**src/rtl/cpu_defs.sv**
```systemverilog
// Shared CPU definitions: widths, ALU op bit indices,
// multiply/divide op codes and the ID->EX pipeline bundle.
package cpu_defs;

  localparam int XLEN      = 32;
  localparam int GPR_W     = 5;
  localparam int ALUOP_W   = 12;
  localparam int MD_W      = 4;
  localparam int DIV_ITERS = 32;

  localparam int ALUOP_ADD  = 11;
  localparam int ALUOP_SUB  = 10;
  localparam int ALUOP_SLT  = 9;
  localparam int ALUOP_SLTU = 8;
  localparam int ALUOP_AND  = 7;
  localparam int ALUOP_NOR  = 6;
  localparam int ALUOP_OR   = 5;
  localparam int ALUOP_XOR  = 4;
  localparam int ALUOP_SLL  = 3;
  localparam int ALUOP_SRL  = 2;
  localparam int ALUOP_SRA  = 1;
  localparam int ALUOP_LUI  = 0;

  typedef enum logic [MD_W-1:0] {
    MD_NONE  = 4'd0,
    MD_MULT  = 4'd1,
    MD_MULTU = 4'd2,
    MD_DIV   = 4'd3,
    MD_DIVU  = 4'd4,
    MD_MFHI  = 4'd5,
    MD_MFLO  = 4'd6,
    MD_MTHI  = 4'd7,
    MD_MTLO  = 4'd8
  } md_op_e;

  typedef enum logic [1:0] {
    DIV_IDLE = 2'd0,
    DIV_BUSY = 2'd1,
    DIV_DONE = 2'd2
  } div_state_e;

  typedef struct packed {
    logic [XLEN-1:0]    pc;
    logic [ALUOP_W-1:0] aluop;
    logic [XLEN-1:0]    src1;
    logic [XLEN-1:0]    src2;
    logic [XLEN-1:0]    rt_val;
    logic [GPR_W-1:0]   dest;
    md_op_e             md_op;
    logic               mem_re;
    logic               mem_we;
  } id_ex_t;

endpackage

```
**src/rtl/alu.sv**
```systemverilog
// Integer ALU driven by a one-hot operation select.
// Shifts use src1[4:0] as amount and shift src2.
module alu
  import cpu_defs::*;
(
  input  logic [ALUOP_W-1:0] aluop_i,
  input  logic [XLEN-1:0]    src1_i,
  input  logic [XLEN-1:0]    src2_i,
  output logic [XLEN-1:0]    result_o
);

  logic [4:0] sa;

  assign sa = src1_i[4:0];

  // One-hot select; an all-zero op yields zero.
  always_comb begin
    result_o = '0;
    unique case (1'b1)
      aluop_i[ALUOP_ADD]:
        result_o = src1_i + src2_i;
      aluop_i[ALUOP_SUB]:
        result_o = src1_i - src2_i;
      aluop_i[ALUOP_SLT]:
        result_o = {31'd0,
          $signed(src1_i) < $signed(src2_i)};
      aluop_i[ALUOP_SLTU]:
        result_o = {31'd0, src1_i < src2_i};
      aluop_i[ALUOP_AND]:
        result_o = src1_i & src2_i;
      aluop_i[ALUOP_NOR]:
        result_o = ~(src1_i | src2_i);
      aluop_i[ALUOP_OR]:
        result_o = src1_i | src2_i;
      aluop_i[ALUOP_XOR]:
        result_o = src1_i ^ src2_i;
      aluop_i[ALUOP_SLL]:
        result_o = src2_i << sa;
      aluop_i[ALUOP_SRL]:
        result_o = src2_i >> sa;
      aluop_i[ALUOP_SRA]:
        result_o = $signed(src2_i) >>> sa;
      aluop_i[ALUOP_LUI]:
        result_o = {src2_i[15:0], 16'd0};
      default:
        result_o = '0;
    endcase
  end

endmodule

```
**src/rtl/div_iter.sv**
```systemverilog
// Restoring radix-2 divider, one quotient bit per cycle.
// Signed mode divides magnitudes and fixes signs on output.
module div_iter
  import cpu_defs::*;
(
  input  logic            clk,
  input  logic            resetn,
  input  logic            start_i,
  input  logic            sgn_i,
  input  logic [XLEN-1:0] a_i,
  input  logic [XLEN-1:0] b_i,
  input  logic            abort_i,
  input  logic            ack_i,
  output logic            done_o,
  output logic [XLEN-1:0] quo_o,
  output logic [XLEN-1:0] rem_o
);

  div_state_e      state_q, state_d;
  logic [4:0]      cnt_q, cnt_d;
  logic [XLEN-1:0] quo_q, quo_d;
  logic [XLEN-1:0] rem_q, rem_d;
  logic [XLEN-1:0] dvs_q, dvs_d;
  logic            qneg_q, qneg_d;
  logic            rneg_q, rneg_d;
  logic [XLEN-1:0] a_mag, b_mag;
  logic [XLEN:0]   shf, diff;

  assign a_mag = (sgn_i & a_i[31]) ? -a_i : a_i;
  assign b_mag = (sgn_i & b_i[31]) ? -b_i : b_i;
  assign shf   = {rem_q, quo_q[31]};
  assign diff  = shf - {1'b0, dvs_q};

  assign done_o = (state_q == DIV_DONE);
  assign quo_o  = qneg_q ? -quo_q : quo_q;
  assign rem_o  = rneg_q ? -rem_q : rem_q;

  // Next-state: load on start, iterate, hold result until ack.
  always_comb begin
    state_d = state_q;
    cnt_d   = cnt_q;
    quo_d   = quo_q;
    rem_d   = rem_q;
    dvs_d   = dvs_q;
    qneg_d  = qneg_q;
    rneg_d  = rneg_q;
    unique case (state_q)
      DIV_IDLE: begin
        if (start_i) begin
          state_d = DIV_BUSY;
          cnt_d   = '0;
          quo_d   = a_mag;
          rem_d   = '0;
          dvs_d   = b_mag;
          qneg_d  = sgn_i & (a_i[31] ^ b_i[31]);
          rneg_d  = sgn_i & a_i[31];
        end
      end
      DIV_BUSY: begin
        rem_d = diff[XLEN] ? shf[XLEN-1:0]
                           : diff[XLEN-1:0];
        quo_d = {quo_q[XLEN-2:0], ~diff[XLEN]};
        cnt_d = cnt_q + 5'd1;
        if (cnt_q == 5'(DIV_ITERS - 1)) begin
          state_d = DIV_DONE;
        end
      end
      DIV_DONE: begin
        if (ack_i) begin
          state_d = DIV_IDLE;
        end
      end
      default: state_d = DIV_IDLE;
    endcase
    if (abort_i) begin
      state_d = DIV_IDLE;
    end
  end

  // Divider state and datapath registers.
  always_ff @(posedge clk or negedge resetn) begin
    if (!resetn) begin
      state_q <= DIV_IDLE;
      cnt_q   <= '0;
      quo_q   <= '0;
      rem_q   <= '0;
      dvs_q   <= '0;
      qneg_q  <= 1'b0;
      rneg_q  <= 1'b0;
    end else begin
      state_q <= state_d;
      cnt_q   <= cnt_d;
      quo_q   <= quo_d;
      rem_q   <= rem_d;
      dvs_q   <= dvs_d;
      qneg_q  <= qneg_d;
      rneg_q  <= rneg_d;
    end
  end

endmodule

```
**src/rtl/exe_stage.sv**
```systemverilog
// Execute stage: ID->EX register, ALU, HI/LO with
// multiply and iterative divide, handshake to MEM.
module exe_stage
  import cpu_defs::*;
(
  input  logic               clk,
  input  logic               resetn,
  input  logic               flush,
  input  logic               ds_to_es_valid,
  output logic               es_allowin,
  input  logic [XLEN-1:0]    ds_pc,
  input  logic [ALUOP_W-1:0] ds_aluop,
  input  logic [XLEN-1:0]    ds_src1,
  input  logic [XLEN-1:0]    ds_src2,
  input  logic [XLEN-1:0]    ds_rt_val,
  input  logic [GPR_W-1:0]   ds_dest,
  input  logic [MD_W-1:0]    ds_md_op,
  input  logic               ds_mem_re,
  input  logic               ds_mem_we,
  input  logic               ms_allowin,
  output logic               es_to_ms_valid,
  output logic [XLEN-1:0]    es_pc,
  output logic [XLEN-1:0]    es_result,
  output logic [XLEN-1:0]    es_rt_val,
  output logic [GPR_W-1:0]   es_dest,
  output logic               es_mem_re,
  output logic               es_mem_we,
  output logic               es_fwd_ready
);

  id_ex_t          ex_q, ex_d;
  logic            es_valid_q, es_valid_d;
  logic [XLEN-1:0] hi_q, hi_d;
  logic [XLEN-1:0] lo_q, lo_d;
  logic [XLEN-1:0] alu_res;
  logic [XLEN-1:0] quo, rem;
  logic [63:0]     pa, pb, prod;
  logic            msgn, is_div, div_done;
  logic            es_ready_go, handoff;

  assign is_div = (ex_q.md_op == MD_DIV) |
                  (ex_q.md_op == MD_DIVU);
  assign es_ready_go = ~is_div | div_done;
  assign es_allowin  = ~es_valid_q |
                       (es_ready_go & ms_allowin);
  assign es_to_ms_valid = es_valid_q & es_ready_go;
  assign handoff = es_to_ms_valid & ms_allowin;

  assign msgn = (ex_q.md_op == MD_MULT);
  assign pa   = {{32{msgn & ex_q.src1[31]}}, ex_q.src1};
  assign pb   = {{32{msgn & ex_q.src2[31]}}, ex_q.src2};
  assign prod = pa * pb;

  assign es_pc     = ex_q.pc;
  assign es_rt_val = ex_q.rt_val;
  assign es_dest   = ex_q.dest;
  assign es_mem_re = ex_q.mem_re;
  assign es_mem_we = ex_q.mem_we;
  assign es_fwd_ready = es_valid_q & es_ready_go &
                        ~ex_q.mem_re &
                        (ex_q.dest != '0);

  alu u_alu (
    .aluop_i  (ex_q.aluop),
    .src1_i   (ex_q.src1),
    .src2_i   (ex_q.src2),
    .result_o (alu_res)
  );

  div_iter u_div (
    .clk     (clk),
    .resetn  (resetn),
    .start_i (es_valid_q & is_div),
    .sgn_i   (ex_q.md_op == MD_DIV),
    .a_i     (ex_q.src1),
    .b_i     (ex_q.src2),
    .abort_i (flush),
    .ack_i   (handoff),
    .done_o  (div_done),
    .quo_o   (quo),
    .rem_o   (rem)
  );

  // Result mux: HI/LO moves bypass the ALU.
  always_comb begin
    es_result = alu_res;
    if (ex_q.md_op == MD_MFHI) begin
      es_result = hi_q;
    end else if (ex_q.md_op == MD_MFLO) begin
      es_result = lo_q;
    end
  end

  // Pack the decode bundle for the pipeline register.
  always_comb begin
    ex_d        = ex_q;
    ex_d.pc     = ds_pc;
    ex_d.aluop  = ds_aluop;
    ex_d.src1   = ds_src1;
    ex_d.src2   = ds_src2;
    ex_d.rt_val = ds_rt_val;
    ex_d.dest   = ds_dest;
    ex_d.md_op  = md_op_e'(ds_md_op);
    ex_d.mem_re = ds_mem_re;
    ex_d.mem_we = ds_mem_we;
  end

  // Valid bit: flush beats a simultaneous accept.
  always_comb begin
    es_valid_d = es_valid_q;
    if (flush) begin
      es_valid_d = 1'b0;
    end else if (es_allowin) begin
      es_valid_d = ds_to_es_valid;
    end
  end

  // HI/LO update only when the op leaves EX unflushed.
  always_comb begin
    hi_d = hi_q;
    lo_d = lo_q;
    if (handoff & ~flush) begin
      unique case (ex_q.md_op)
        MD_MULT, MD_MULTU: begin
          hi_d = prod[63:32];
          lo_d = prod[31:0];
        end
        MD_DIV, MD_DIVU: begin
          hi_d = rem;
          lo_d = quo;
        end
        MD_MTHI: hi_d = ex_q.src1;
        MD_MTLO: lo_d = ex_q.src1;
        default: ;
      endcase
    end
  end

  // Pipeline register, valid bit and HI/LO.
  always_ff @(posedge clk or negedge resetn) begin
    if (!resetn) begin
      ex_q       <= '0;
      es_valid_q <= 1'b0;
      hi_q       <= '0;
      lo_q       <= '0;
    end else begin
      es_valid_q <= es_valid_d;
      hi_q       <= hi_d;
      lo_q       <= lo_d;
      if (ds_to_es_valid & es_allowin) begin
        ex_q <= ex_d;
      end
    end
  end

endmodule

```
**config.mk**
```make
export PLATFORM = sky130hd
export DESIGN_NAME = exe_stage
export DESIGN_NICKNAME = d
export VERILOG_FILES = /design/src/rtl/cpu_defs.sv /design/src/rtl/alu.sv /design/src/rtl/div_iter.sv /design/src/rtl/exe_stage.sv
export SDC_FILE = /design/constraint.sdc
export NUM_CORES = 2
export LEC_CHECK = 0
export ABC_AREA = 1
export CAP_MARGIN = 10
export CORE_UTILIZATION = 50
export DETAILED_ROUTE_END_ITERATION = 8
export HOLD_SLACK_MARGIN = 0.03
export PLACE_DENSITY = 0.67
export SYNTH_ARGS = -nofsm -noshare
export SYNTH_HDL_FRONTEND = slang
export SYNTH_SLANG_ARGS = --single-unit
```
**constraint.sdc**
```tcl
create_clock -name clk -period 9.5 [get_ports clk]
set_input_delay 1.9 -clock clk [delete_from_list [all_inputs] [get_ports clk]]
set_output_delay 1.9 -clock clk [all_outputs]
set_load 0.05 [all_outputs]
```
==> metrics.md <==
| Metric | Value |
|---|---|
| Status | finished clean |
| GP Congestion | 1.15 |
| Worst-case clock skew | approximately 30 ps |
| Startpoint Class | flip-flop |
| First-pass GRT wire length | roughly 480000 um |
| YS warnings | 0 |
| Syn Nets | between 10k and 15k |
| Routed vias | a little under 70k |
| Crit path arrival time | between 9000 and 10000 ps |
| Drt first pass iters | 8 |
| Top delay family on crit path | adder cells |
| Synth top cells by count | nand2_1 (2368), inv_1 (2054), fa_1 (1128) |
| Final period utilization | 0.957 |
| Placed cell area | 0.0729 mm2 |
| Layout area overhead | 8.09% |
| Pre-CTS WS | around 420 ps |
| Ports | ~260 |
| Post-Synth Simple-Gate Area | 0.231 |
| Worst Hold Slack | between 400 and 500 ps |
| Die X | between 300 and 400 um |
| Post-Synth Adder-Cell Area | 0.391 |
| Longest Clk Path Bufs | 3 |
| Filler Cell Count | 13.0k |
| Worst slew margin | 0.102 |
| Crit-path max FO | 11 |
| Worst-Skew Late Latency | about 650 ps |
| # Post-CTS Setup Buffers | 0 |
| CTS sink cnt | 321 |
| Crit-path max cell delay | between 600 and 700 ps |
| Synth unique cells | 60 |
| Slew @ Worst Pin | around 1300 ps |
| Min Tclk post-route | between 9000 and 10000 ps |
| WS Path Type | reg2reg |
| CTS Buf Count | 41 |
| Core area | around 0.14 mm2 |
| Final nets | around 11k |
| Worst path slowest cell | fa_1 |
| Full die area | 0.139 mm2 |
| RSZ-0062 raised after global routing | false |
| Site Rows | 135 |
| FMAX | around 110 MHz |
| Crit path buf inv count | 6 |
| DRT antenna net count | 0 |
| Post-synth ARST share | 1.00 |
| DR DRC count | 0 |
| Mux share of post-synthesis cell area | 0.0123 |
| Synth top area cells | fa_1 (33%), nand2_1 (13%), dfrtp_1 (12%) |
| Post-synth top area cell | fa_1 |
| CTS tree | done |
| Total track usage | 0.483 |
| Pins Over Slew Limit | 0 |
| Die height | about 370 um |
| Largest family of logic cells by synthesized area | adder cells |
| Top-count cell post-synth | nand2_1 |
| Top_reg_cell synth | dfrtp_1 |
| Port Buf Inserts | 261 |
| Req. time, crit path | slightly above 10000 ps |
| Post-DP HPWL | about 270000 um |
| Number of antenna violations at the first check in global routing | 37 |
| Final Worst Setup Slack | 406 ps |
| Detailed Route WL | roughly 340000 um |
| XOR/XNOR Fraction of Synth Area | 0.0109 |
| Largest net degree at the start of global routing | ~160 |
| Compound-cell area share of the yosys netlist | 0.0898 |
| Post-synth EDFFs | 0 |
| Vias in the first global route | 69.6k |
| Synth top area share | 0.328 |
| Finished Cell Area | 0.0744 mm2 |
| Root Driver | clkbuf_16 |
| Syn_area_per_cell | 7.21 um2 |
| Post-Syn Area | 0.0688 mm2 |
| Most frequent CP cell | fa_1 |
| Layout cells sized above 1 | 0.0453 |
| Register area share after synthesis | 0.117 |
| Class of the worst hold path | reg2reg |
| WL per Instance | approximately 30 um |
| Congestion Overflow GR | 0 |
| CP endpoint kind | flip-flop |
| Via density | around 6 |
| Final count of negative-setup-slack endpoints | 0 |
| Worst-path clk slew | 60 ps |
| Setup_tns | 0 ps |
| Synth Register Bits | between 300 and 400 |
| H-tree depth | 2 |
| Effective utilization at floorplan | 0.506 |
| Mapped Cells | 9552 |
| Final hold vios | 0 |
| First DRT Iteration DRCs | between 8k and 9k |
| Max cap viols | 0 |
-- final timing paths --
kind | start | end | slack [ps] | depth (start not counted)
worst max-delay path | ex_q[2] | hi_q[8] | 410 | 27
worst min-delay path | u_div.dvs_q[14] | u_div.dvs_q[14] | 490 | 2
worst max register to register | ex_q[2] | hi_q[8] | 410 | 27
worst min register to register | u_div.dvs_q[14] | u_div.dvs_q[14] | 490 | 2
max in group asynchronous | resetn | ex_q[81] | 6790 | 2
min in group asynchronous | resetn | ex_q[106] | 1180 | 1
-- metrics by stage --
step                cells  utilization
finish              11361        0.547
global route        11339        0.547
CTS                 11334        0.547
detailed placement  11261        0.536
global placement    11260        0.536
floorplan            9552            -
-- cell usage in the layout (no fill, tap or decap), types with 9 or more instances in the layout --
cell type,synthesis,layout
nand2_1,2368,2366
inv_1,2054,2054
fa_1,1128,1127
nor2_1,681,678
nand3_1,611,611
a21oi_1,466,466
o21ai_0,391,391
ha_1,346,346
dfrtp_1,321,288
clkdlybuf4s50_1,0,260
buf_4,80,185
nand4_1,83,83
mux2_2,74,74
xor2_1,66,66
nor3_1,56,56
clkbuf_16,0,41
o211ai_1,37,37
o221ai_1,35,35
o22ai_1,34,34
dfrtp_2,0,29
o21bai_1,27,27
a31oi_1,27,27
diode_2,0,26
nor4_1,21,21
xnor2_1,20,20
a221oi_1,17,17
or2_2,17,17
o21a_1,15,15
nand3b_1,15,15
inv_2,13,13
o21ai_1,11,11
nor2_2,9,10
a21o_1,10,10
buf_12,0,10
clkinv_1,9,9
-- registers in the layout, indices dropped and copies added, names as in the netlist, 2 cells and up --
register,cells
es_pc,32
u_div.rem_q,32
u_div.cnt_q,5
es_dest,5
lo_q,32
ex_q,80
u_div.quo_q,32
hi_q,32
u_div.state_q,2
es_rt_val,32
u_div.dvs_q,32
-- worst register-to-register path, cell delays in order (launching register included) --
cell     delay [ps]
dfrtp_1         380
inv_1            80
nor2_1          300
nand2_1         550
buf_4           390
nor2_1          260
fa_1            530
fa_1            650
fa_1            560
inv_1           500
fa_1            550
fa_1            500
fa_1            580
fa_1            450
fa_1            500
inv_1            40
ha_1            330
nand2_1         120
nor2_1          160
inv_1            70
nor3_1          130
inv_1           100
nor2_1          120
nand4_1          90
nand3_1         130
xor2_1          650
nand2_1         130
a21oi_1         160
-- cells by family (layout without fill, tap and decap cells) --
kind of cell             count (synthesis)  after routing
AND/OR/NAND/NOR                       3883           3883
buffers and inverters                 2604           2606
adder cells (fa/ha/maj)               1474           1474
AO/OA/AOI/OAI                         1109           1109
flip-flops                             321            321
XOR/XNOR                                86             86
multiplexers                            75             75
other                                    0             26
-- routing by layer --
metal | vias up | share of wire | track usage
li1 | 28842 | - | -
met1 | 33426 | 0.35 | 0.565
met2 | 4620 | 0.42 | 0.712
met3 | 1403 | 0.12 | 0.162
met4 | 24 | 0.11 | 0.418
met5 | - | 0.00049 | 0
-- what timing repair did --
| action | 4_1_cts | 5_1_grt |
|---|---|---|
| resized for setup | 0 | 1 |
| hold buffers | 0 | 0 |
| endpoints found under the setup margin | 0 | 1 |
-- cell type report --
type	count	area, um2	area share
Timing Repair Buffer	457	4230	0.0569
Inverter	2076	7790	0.105
Antenna cell	26	65.1	0.000874
Clock inverter	19	253	0.00340
Clock buffer	54	1120	0.0151
Tap cell	1781	2230	0.0300
Multi-Input combinational cell	6627	50600	0.680
Sequential cell	321	8080	0.109
Power is not shown: default switching activity piles up to over one toggle a cycle in this logic, so the estimate is an artifact.
